`config.mk`:
```
export PLATFORM = sky130hd
export DESIGN_NAME = ieee_adder_normalize_round
export DESIGN_NICKNAME = d
export VERILOG_FILES = /design/src/rtl/ieee_adder_normalize_round.sv
export SDC_FILE = /design/constraint.sdc
export NUM_CORES = 1
export LEC_CHECK = 0
export CORE_ASPECT_RATIO = 0.7
export CORE_MARGIN = 8
export CORE_UTILIZATION = 59
export DETAILED_ROUTE_END_ITERATION = 16
export PLACE_DENSITY_LB_ADDON = 0.15
export SLEW_MARGIN = 20
export SYNTH_ARGS = -nofsm -noshare
export SYNTH_HDL_FRONTEND = slang
export SYNTH_SLANG_ARGS = --single-unit
```
`constraint.sdc`:
```
create_clock -name clock_in -period 4.3 [get_ports clock_in]
set_clock_uncertainty 0.2 [all_clocks]
set_input_delay 0.43 -clock clock_in [delete_from_list [all_inputs] [get_ports clock_in]]
set_output_delay 0.43 -clock clock_in [all_outputs]
set_load 0.05 [all_outputs]
```
`src/rtl/ieee_adder_normalize_round.sv`:
```
// Normalize/round/pack stage of the single-precision adder.
// in_* raw sum (valid/ready) -> outputC + overflow/inexact (valid/ready), 2 regs.
module ieee_adder_normalize_round #(
  parameter int EXPO_LEN        = 8,
  parameter int SIGNIFICAND_LEN = 23,
  parameter int GUARDBITS       = 3
) (
  input  logic clock_in,
  input  logic reset_n,
  input  logic in_valid,
  output logic in_ready,
  input  logic in_sign,
  input  logic [EXPO_LEN-1:0] in_exponent,
  input  logic [SIGNIFICAND_LEN+GUARDBITS+1:0] in_significand,
  output logic out_valid,
  input  logic out_ready,
  output logic [EXPO_LEN+SIGNIFICAND_LEN:0] outputC,
  output logic out_overflow,
  output logic out_inexact
);

  localparam int W   = SIGNIFICAND_LEN + GUARDBITS + 2;
  localparam int NW  = W - 1;
  localparam int EW  = EXPO_LEN + 1;
  localparam int RW  = SIGNIFICAND_LEN + 2;
  localparam int OW  = EXPO_LEN + SIGNIFICAND_LEN + 1;
  localparam int LZW = $clog2(NW + 1);
  localparam logic [EW-1:0] EMAX = EW'((1 << EXPO_LEN) - 1);

  logic s2_adv;

  logic s1_valid_q, s1_valid_d;
  logic s1_sign_q, s1_sign_d;
  logic s1_byp_q, s1_byp_d;
  logic s1_zero_q, s1_zero_d;
  logic [EW-1:0] s1_exp_q, s1_exp_d;
  logic [NW-1:0] s1_sig_q, s1_sig_d;

  logic out_valid_q, out_valid_d;
  logic [OW-1:0] res_q, res_d;
  logic ovf_q, ovf_d;
  logic inx_q, inx_d;

  assign s2_adv   = !out_valid_q || out_ready;
  assign in_ready = !s1_valid_q || s2_adv;

  logic [EW-1:0] e_eff, e_m1, lz_e, shamt;
  logic [LZW-1:0] lz;
  logic [NW-1:0] shifted;
  logic is_byp, is_zero, is_carry, is_norm, is_sub;

  always_comb begin
    e_eff = (in_exponent == '0) ? EW'(1) : {1'b0, in_exponent};
    lz = LZW'(NW);
    for (int i = 0; i < NW; i++) begin
      if (in_significand[i]) lz = LZW'(NW - 1 - i);
    end
    lz_e  = EW'(lz);
    e_m1  = e_eff - EW'(1);
    // Never shift past the smallest normal exponent: the rest stays denormal.
    shamt = (lz_e < e_m1) ? lz_e : e_m1;
    shifted = in_significand[NW-1:0] << shamt;

    is_byp   = in_exponent == EMAX[EXPO_LEN-1:0];
    is_zero  = !is_byp && (in_significand == '0);
    is_carry = !is_byp && in_significand[W-1];
    is_norm  = !is_byp && !in_significand[W-1]
               && in_significand[NW-1];
    is_sub   = !is_byp && !is_zero && !in_significand[W-1]
               && !in_significand[NW-1];

    s1_valid_d = in_ready ? in_valid : s1_valid_q;
    s1_sign_d  = s1_sign_q;
    s1_byp_d   = s1_byp_q;
    s1_zero_d  = s1_zero_q;
    s1_exp_d   = s1_exp_q;
    s1_sig_d   = s1_sig_q;

    if (in_valid && in_ready) begin
      s1_sign_d = in_sign;
      s1_byp_d  = is_byp;
      s1_zero_d = is_zero;
      unique case (1'b1)
        is_byp: begin
          s1_exp_d = EMAX;
          s1_sig_d = in_significand[NW-1:0];
        end
        is_zero: begin
          s1_exp_d = '0;
          s1_sig_d = '0;
        end
        is_carry: begin
          s1_exp_d = e_eff + EW'(1);
          s1_sig_d = {in_significand[W-1:2],
                      |in_significand[1:0]};
        end
        is_norm: begin
          s1_exp_d = e_eff;
          s1_sig_d = in_significand[NW-1:0];
        end
        is_sub: begin
          s1_sig_d = shifted;
          s1_exp_d = shifted[NW-1] ? e_eff - shamt : '0;
        end
        default: ;
      endcase
    end
  end

  logic [GUARDBITS-1:0] grs;
  logic inc;
  logic [RW-1:0] rsum;
  logic [EW-1:0] exp_r;
  logic [SIGNIFICAND_LEN-1:0] frac;

  always_comb begin
    grs  = s1_sig_q[GUARDBITS-1:0];
    inc  = grs[GUARDBITS-1]
           & ((|grs[GUARDBITS-2:0]) | s1_sig_q[GUARDBITS]);
    rsum = {1'b0, s1_sig_q[NW-1:GUARDBITS]} + RW'(inc);

    // Denormal that rounds up into the hidden bit becomes the smallest normal.
    if (s1_exp_q == '0) begin
      exp_r = rsum[SIGNIFICAND_LEN] ? EW'(1) : '0;
    end else if (rsum[RW-1]) begin
      exp_r = s1_exp_q + EW'(1);
    end else begin
      exp_r = s1_exp_q;
    end
    frac = rsum[RW-1] ? '0 : rsum[SIGNIFICAND_LEN-1:0];

    out_valid_d = s2_adv ? s1_valid_q : out_valid_q;
    res_d = res_q;
    ovf_d = ovf_q;
    inx_d = inx_q;

    if (s1_valid_q && s2_adv) begin
      if (s1_byp_q) begin
        res_d = {s1_sign_q, EMAX[EXPO_LEN-1:0],
                 s1_sig_q[NW-2:GUARDBITS]};
        ovf_d = 1'b0;
        inx_d = 1'b0;
      end else if (s1_zero_q) begin
        res_d = '0;
        ovf_d = 1'b0;
        inx_d = 1'b0;
      end else if (exp_r >= EMAX) begin
        res_d = {s1_sign_q, EMAX[EXPO_LEN-1:0],
                 {SIGNIFICAND_LEN{1'b0}}};
        ovf_d = 1'b1;
        inx_d = 1'b1;
      end else begin
        res_d = {s1_sign_q, exp_r[EXPO_LEN-1:0], frac};
        ovf_d = 1'b0;
        inx_d = |grs;
      end
    end
  end

  always_ff @(posedge clock_in or negedge reset_n) begin
    if (!reset_n) begin
      s1_valid_q  <= 1'b0;
      s1_sign_q   <= 1'b0;
      s1_byp_q    <= 1'b0;
      s1_zero_q   <= 1'b0;
      s1_exp_q    <= '0;
      s1_sig_q    <= '0;
      out_valid_q <= 1'b0;
      res_q       <= '0;
      ovf_q       <= 1'b0;
      inx_q       <= 1'b0;
    end else begin
      s1_valid_q  <= s1_valid_d;
      s1_sign_q   <= s1_sign_d;
      s1_byp_q    <= s1_byp_d;
      s1_zero_q   <= s1_zero_d;
      s1_exp_q    <= s1_exp_d;
      s1_sig_q    <= s1_sig_d;
      out_valid_q <= out_valid_d;
      res_q       <= res_d;
      ovf_q       <= ovf_d;
      inx_q       <= inx_d;
    end
  end

  assign out_valid    = out_valid_q;
  assign outputC      = res_q;
  assign out_overflow = ovf_q & out_valid_q;
  assign out_inexact  = inx_q & out_valid_q;

endmodule

```
-- Word level (Yosys, flattened, before mapping)
Index checks and enable logic that the tools add are counted.
W data, S select, Z words.
- bitwise operators: 4
- shifts and indexed selects: 1
- $add $sub $neg: 5
- order comparisons: 2
- mux-type cells: 45
- eq/ne operators: 1
- reductions and logical operators: 28
- operators with widths (kind ; count):
    $pmux W27 S4 ; 1
    $mux W5 ; 16
    $mux W32 ; 2
    $pmux W9 S5 ; 1
    $mux W9 ; 4
    $mux W4 ; 8
    $mux W31 ; 1
    $logic_not A28 Y1 ; 1
    $shl A27 B9 Y27 ; 1
    $add A24 B1 Y25 ; 1
    $mux W23 ; 1
    $add A8 B1 Y9 const B ; 1
    $add A9 B1 Y9 const B ; 1
    $ge A9 B8 Y1 const B ; 1
    $logic_and A1 B1 Y1 ; 9
    $logic_not A9 Y1 ; 1
    $lt A5 B9 Y1 ; 1
    $sub A8 B1 Y9 const B ; 1
    $sub A8 B9 Y9 ; 1
    $eq A8 B8 Y1 const B ; 1
    $logic_not A8 Y1 ; 1
    $mux W1 ; 8
    $mux W8 ; 1
    $logic_not A1 Y1 ; 6
    other kinds (9) ; 16
- bits in registers: 75
- word-level logic and storage cells: 96

-- Depth between registers and ports, before layout
Gate-level depths: netlist (run 1).
- depth after elaboration: 32
- depth in mapped cells: 28

-- Least setup slack after synthesis (run 1)
OpenSTA, ideal clock, no wires.
- path kind: input to register
- start point: input port in_exponent[6]
- end point: register s1_exp_q[6]
- stages on the path: 25
- data arrival time: 5.388 ns
- path slack: -1.389 ns
- cells stage by stage: clkbuf_1 -> nor3_1 -> a21o_1 -> inv_1 -> ha_1 -> nor4b_1 -> nor2_1 -> ha_1 -> o21ai_0 -> o21bai_1 -> or2_2 -> a211o_1 -> a21oi_1 -> nor2_1 -> inv_2 -> clkbuf_1 -> ha_1 -> nand2_1 -> nand2_1 -> a21o_1 -> a21o_1 -> a21oi_1 -> nor2b_1 -> or4_1 -> o32ai_1
- word-level cells in the longest chain between the ends: 9
- elaborated cells between the ends (all ways): 22
- RTL lines (item ; line ; text):
    from (decl) ; 13 ; input logic [EXPO_LEN-1:0] in_exponent,
    parallel branches: the longest is 9 deep, another holds $sub A8 B1 Y9 ; - ;
    to (signal assigned) ; 177 ; s1_exp_q <= s1_exp_d;
    to (decl) ; 36 ; logic [EW-1:0] s1_exp_q, s1_exp_d;
Parallel ways; which one is timed is not known.
A chain may end at the register's enable or synchronous reset.

-- Final worst setup path (run 1)
- start point: input port in_significand[7]
- end point: register s1_exp_q[7]
- word-level cells in the longest chain between the ends: 25
- elaborated cells between the ends (all ways): 34
- RTL lines (item ; line ; text):
    from (decl) ; 14 ; input logic [SIGNIFICAND_LEN+GUARDBITS+1:0] in_significand,
    $mux W4 (4 in series) ; 56 ; if (in_significand[i]) lz = LZW'(NW - 1 - i);
    $mux W5 (16 in series) ; 56 ;
    $lt A5 B9 Y1 ; 61 ; shamt = (lz_e < e_m1) ? lz_e : e_m1;
    $mux W9 ; 61 ;
    $sub A8 B9 Y9 / $shl A27 B9 Y27 (equally long branches) ; 103, 62 ;
    $mux W9 ; 103 ; s1_exp_d = shifted[NW-1] ? e_eff - shamt : '0;
    $pmux W9 S5 ; 83 ; unique case (1'b1)
Several ways; a longest one is shown, not always the timed one.

==> flow_metrics.tcl, run 1 <==
set metrics [dict create \
    status "finished, violations left" \
    violations "negative setup slack" \
    synthCells 979 \
    start_util_pct 59.6 \
    htree_levels 3 \
    rsz0062_at_grt "true" \
    combPwrFrac_pct 47.2 \
    largest_reg_flops 32 \
    cp_slowest_cell "or4_4" \
    dr.pass1.iters 7 \
    crit_required_ns 4.34 \
    whs_ns 0.0331 \
    p_int_mw 1.89 \
    drc 0 \
    setup_viol 17 \
    peakVddDrop_v 0.000336 \
    synth_edf_count 0 \
    grt_start_max_net_pins 76 \
    leakage_nw 4.15 \
    p_per_area_nw_per_um2 319 \
    drt_iter0_markers 1383 \
    synth_top_family_by_area "compound AO/OA/AOI/OAI gates" \
    reg2reg_from "s1_sig_q[2]" \
    die_y_um 109 \
    async_reset_ff_share_pct 100 \
    die-width_um 149 \
    place_area_sq_um 9320 \
    r2r_slack_ns 0.27 \
    fillers 798 \
    p_sw_mw 1.35 \
    grt_usage_pct 34.4 \
    viasPerCell 7.06 \
    start_kind "input port" \
    period_share_pct 112 \
    antenna_left 0 \
    cts_tree "yes" \
    max_freq_mhz 207 \
    nets 1217 \
    num_antenna_cells 0 \
    yosys_warnings 0 \
    p_clk_share_pct 22.3 \
    final_cell_area_sq_um 10200 \
    avgSynthCellArea_sq_um 7.43 \
    rows 34 \
    antenna_found_initial 0 \
    hold_buffers 0 \
    drive_above_1_share_pct 27.7 \
    wl_per_cell_um 22.9 \
    place_congestion 1.03 \
    grt_pass1_vias 8422 \
    drt_wl_total_mm 30.4 \
    crit_type "in2reg" \
    yosysSeqAreaShare_pct 25.8 \
    final_util_pct 83.2 \
    cts_buffers 9 \
    max_stage_delay_ns 0.58 \
    core_area_sq_um 12200 \
    worstSetupEndpointType "flop" \
    numClockSinks 75 \
    rr_worst_depth 15 \
    hold_class "in2async" \
    cap_violations 0 \
    pre_cts_slack_ns -1.09 \
    die-area_sq_um 16200 \
    synth.area.mux_share_pct 1.26 \
    reg2reg_to "outputC[4]" \
    yosys.area_share.simple_pct 24.8 \
    synth-compound-area-share_pct 36.1 \
    clkLatencyLatePin_ns 0.33 \
    min_period_ns 4.83 \
    ys.flop_type "dfrtp_1" \
    grt_overflow 0 \
    routed-via-count 9359 \
    grt_pass1_wl_mm 44.7 \
    worst_pin_slew_ns 1.07 \
    synth_cell_types 84 \
    cts_max_path_buffers 2 \
    p_sw_share_pct 41.8 \
    synth.cell_area_sq_um 7280 \
    num_io_pins 77 \
    p_seq_share_pct 30.5 \
    hold_viol 0 \
    port_buffers 76 \
    place_hpwl_mm 20.3 \
    cts.clk_slew.worst_paths_ns 0.06 \
    synthXorXnorAreaFrac_pct 2.17 \
    synth_fa_ha_area_share_pct 3.03 \
    synth_seq_cells 75 \
    slew_violations 0 \
    relSlewSlack_pct 28.6 \
    path_max_fanout 4 \
    arrival_ns 4.87 \
    syn_to_final_growth_pct 39.6 \
    cts-root-buf "clkbuf_16" \
    layout_setup_ws_ns -0.525 \
]
==> repair_timing <==
item,CTS,global route
setup buffers,11,6
setup endpoints to repair,36,35
gates resized for setup,76,80
pin swaps,44,39
==> power groups by stage <==
| stage | logic (mW) | registers (mW) | clock network, mW |
|---|---|---|---|
| finish | 1.53 | 0.988 | 0.723 |
| global route | 1.62 | 1.00 | 0.759 |
| CTS | 1.43 | 0.980 | 0.725 |
| detailed placement | 1.40 | 0.991 | 0 |
| global placement | 1.37 | 0.986 | 0 |
| floorplan | 0.622 | 1.22 | 0 |
==> cell usage after synthesis, types with 12 or more instances <==
library cell	number	share of area (%)
dfrtp_1	75	26
a221oi_1	19	2.3
a22oi_1	18	1.9
nor3_1	41	2.8
a21oi_1	66	4.5
o21bai_1	13	1.3
ha_1	16	2.8
nand3_1	38	2.6
nor4_1	22	1.9
nand2_1	108	5.6
o21ai_0	87	6.0
inv_1	24	1.2
clkbuf_1	64	3.3
buf_2	16	1.1
o31ai_1	12	1.2
nand2b_1	12	1.0
and3_1	12	1.0
nor2_1	64	3.3
a211oi_1	32	3.3
a21o_1	17	1.8
o21ai_1	22	1.5
==> worst max-delay path by stage <==
stage | from | to | slack (ns) | depth (start not counted)
after floorplan | in_exponent[2] | s1_exp_q[6] | -0.78 | 22
after global placement | in_significand[8] | s1_exp_q[6] | -0.88 | 22
after detailed placement | in_significand[8] | s1_exp_q[6] | -1.09 | 23
after CTS | in_significand[7] | s1_exp_q[6] | -0.43 | 23
after global routing | in_significand[15] | s1_exp_q[5] | -0.61 | 24
final | in_significand[7] | s1_exp_q[7] | -0.53 | 26
==> metrics by stage <==
stage                     power (mW)  std cells  TNS (ns)
after global routing            3.38       1326     -5.87
after global placement          2.36       1295    -21.35
final                           3.24       1326     -3.47
after CTS                       3.14       1321     -1.27
after floorplan                 1.84        981     -3.27
after detailed placement        2.39       1295    -27.62
==> cell usage in the layout, fill, tap and decap left out, types with 7 or more instances in the layout <==
master / count
nand2b_1: 10
nand2_1: 101
inv_1: 20
a211oi_1: 28
nor3b_1: 7
nor3_1: 37
buf_6: 15
nand3_1: 37
nand2_2: 8
ha_1: 10
o21bai_1: 12
o22ai_1: 9
nor2_1: 60
o31ai_1: 9
xnor2_1: 8
o21ai_0: 81
o21ai_1: 21
a221oi_1: 19
a22oi_1: 18
a21o_1: 17
and2_1: 8
dfrtp_1: 75
or3_1: 10
nor4_1: 13
nand4_1: 8
a21oi_1: 61
xor2_1: 8
dlygate4sd2_1: 14
clkbuf_16: 9
buf_4: 164
clkdlybuf4s50_1: 44
and3_1: 10
==> area by class of cell <==
cell class              instances  area [sq um]  area share (%)
multi-input cells             789          5520            54.3
repair buffers                255          2150            21.1
flip-flops and latches         75          1880            18.5
clock buffers                  15           288            2.83
well taps                     162           203            2.00
inverters                      29           119            1.17
clock inverters                 1          5.00          0.0493
==> critical path, delay by kind of cell <==
kind	cells	cell delay, ns
AND/OR/NAND/NOR	5	1.06
AO/OA/AOI/OAI	12	2.17
buffers and inverters	6	0.60
adder cells (fa/ha/maj)	2	0.45
XOR/XNOR	1	0.13
==> cells by family (layout without fill, tap and decap cells) <==
kind of cell | count (synthesis) | after routing
AND/OR/NAND/NOR | 359 | 359
XOR/XNOR | 18 | 18
flip-flops | 75 | 75
adder cells (fa/ha/maj) | 17 | 17
AO/OA/AOI/OAI | 383 | 383
other | 1 | 3
multiplexers | 9 | 9
buffers and inverters | 117 | 300
==> per-layer routing <==
| metal | global-route usage, % | part of all wire, % | up-vias |
|---|---|---|---|
| met5 | 0 | 0 | - |
| met4 | 10.6 | 4.5 | 0 |
| met3 | 9.45 | 13 | 161 |
| met2 | 53.4 | 44 | 774 |
| met1 | 46.2 | 38 | 4365 |
| li1 | - | - | 4059 |
Note: power is estimated with default switching activity, not from simulation.
==> run 2, diff against run 1 <==
Settings changed: CTS_CLUSTER_DIAMETER set to 60.
==> results of run 2 <==
Same layout as run 1: the final DEF is identical, and so are final timing and power.
==> run 3, diff against run 2 <==
Settings changed: SKIP_LAST_GASP set to 1.
==> run 3 against run 2 <==
Maximum frequency up 0.91%. Register-to-register slack got worse by 0.03 ns. Sequential share of layout area is essentially flat. The flow still finishes with violations (negative setup slack). Clock-buffer cell count is the same.
==> flow_metrics.tcl, run 3 (synthesized netlist as in run 1, its figures left out) <==
set metrics [dict create \
    reg2reg_to "outputC[4]" \
    cts_tree "yes" \
    leakage_nw 4.15 \
    grt_start_max_net_pins 76 \
    die-area_sq_um 16200 \
    dr.pass1.iters 7 \
    cts.clk_slew.worst_paths_ns 0.05 \
    fin_cells 1326 \
    cts_max_path_buffers 2 \
    syn_to_final_growth_pct 39.5 \
    hold_class "in2async" \
    crit_cells 26 \
    most-common-layout-cells "164 x buf_4, 101 x nand2_1, 81 x o21ai_0, 75 x dfrtp_1, 61 x a21oi_1" \
    start_util_pct 59.6 \
    antenna_found_initial 0 \
    cp_slowest_cell "or3_1" \
    hold_buffers 0 \
    antenna_left 0 \
    r2r_slack_ns 0.24 \
    drc 0 \
    reg2reg_from "s1_sig_q[2]" \
    relSlewSlack_pct 29.7 \
    final_util_pct 83.2 \
    path_max_fanout 4 \
    grt_overflow 0 \
    tns_ns -2.68 \
    setup_viol 16 \
    clkLatencyLatePin_ns 0.33 \
    nets 1217 \
    min_period_ns 4.78 \
    pre_cts_slack_ns -1.09 \
    cts-root-buf "clkbuf_16" \
    drive_above_1_share_pct 27.7 \
    grt_pass1_vias 8422 \
    port_buffers 76 \
    crit_type "in2reg" \
    core_area_sq_um 12200 \
    cap_violations 0 \
    worst-path-buf-inv 8 \
    htree_levels 3 \
    status "finished, violations left" \
    worstSetupEndpointType "flop" \
    drt_wl_total_mm 30.0 \
    violations "negative setup slack" \
    final_common_cell "buf_4" \
    dp.cells 1295 \
    rr_worst_depth 14 \
    num_antenna_cells 0 \
    wl_per_cell_um 22.6 \
    fillers 798 \
    layout_setup_ws_ns -0.482 \
    max_stage_delay_ns 0.36 \
    cts_buffers 9 \
    place_hpwl_mm 20.3 \
    grt_usage_pct 34.4 \
    peakVddDrop_v 0.000335 \
    grt_pass1_wl_mm 44.7 \
    place_congestion 1.03 \
    largest_reg_flops 32 \
    slew_violations 0 \
    arrival_ns 4.82 \
    rows 34 \
    routed-via-count 9369 \
    rsz0062_at_grt "true" \
    crit_family "compound AO/OA/AOI/OAI gates" \
    hold_viol 0 \
    num_io_pins 77 \
    numClockSinks 75 \
    viasPerCell 7.07 \
    drt_iter0_markers 1312 \
    period_share_pct 111 \
    die-width_um 149 \
    start_kind "input port" \
    p_per_area_nw_per_um2 318 \
    worst_pin_slew_ns 1.05 \
    crit_required_ns 4.34 \
    die_y_um 109 \
    max_freq_mhz 209 \
]
==> run 3: cell counts in the layout (fill, tap and decap cells not counted) <==
Identical to the previous run, type by type.
==> run 3: worst max path at each step <==
stage                  end  slack (ns)               start
3_5_place_dp   s1_exp_q[6]       -1.09   in_significand[8]
3_3_place_gp   s1_exp_q[6]       -0.88   in_significand[8]
5_1_grt        s1_exp_q[7]       -0.59  in_significand[15]
2_1_floorplan  s1_exp_q[6]       -0.78      in_exponent[2]
4_1_cts        s1_exp_q[6]       -0.43   in_significand[7]
6_report       s1_exp_q[5]       -0.48   in_significand[3]
==> run 3: cell type report <==
type | instances | area, sq um | share of cell area, %
Multi-Input combinational cell | 789 | 5520 | 54.4
Timing Repair Buffer | 255 | 2150 | 21.1
Sequential cell | 75 | 1880 | 18.5
Clock buffer | 15 | 288 | 2.83
Tap cell | 162 | 203 | 2.00
Inverter | 29 | 116 | 1.15
Clock inverter | 1 | 5.00 | 0.0493
==> run 3: metal layers <==
metal  wire length [um]  track usage [%]
met5                  0                0
met4               1460             10.6
met2              13100             53.4
met3               3760             9.45
met1              11600             46.2
==> run 3: worst register-to-register path: stages (launching register included) <==
cell and delay (ns):
dfrtp_1 0.47, and2_1 0.17, ha_1 0.19, nand3_1 0.18
nor4_1 0.31, buf_4 0.20, nand3_1 0.12, or4_1 0.58
xnor2_1 0.26, a41oi_1 0.20, buf_4 0.19, and2_1 0.27
a21o_1 0.25, a21oi_1 0.20, o21ai_1 0.09
==> run 3: what timing repair did <==
action | 4_1_cts | 5_1_grt
endpoints found under the setup margin | 36 | 35
pin swaps | 44 | 39
setup buffers | 11 | 6
endpoints found under the hold margin | 0 | 0
gates resized for setup | 76 | 79
==> run 3: through the flow <==
stage	hold WS [ns]	area (sq um)	power, mW
6_report	0.0142	10200	3.23
3_3_place_gp	0.260	9320	2.36
3_5_place_dp	0.270	9320	2.39
2_1_floorplan	-0.0656	7510	1.84
5_1_grt	0.127	10200	3.38
4_1_cts	0.0813	9830	3.14
==> run 3: power by group <==
| part | switching, mW | internal [mW] | total [mW] | leakage [nW] |
|---|---|---|---|---|
| Clock | 0.266 | 0.453 | 0.719 | 0.146 |
| Sequential | 0.142 | 0.845 | 0.987 | 0.911 |
| Combinational | 0.938 | 0.590 | 1.53 | 3.09 |
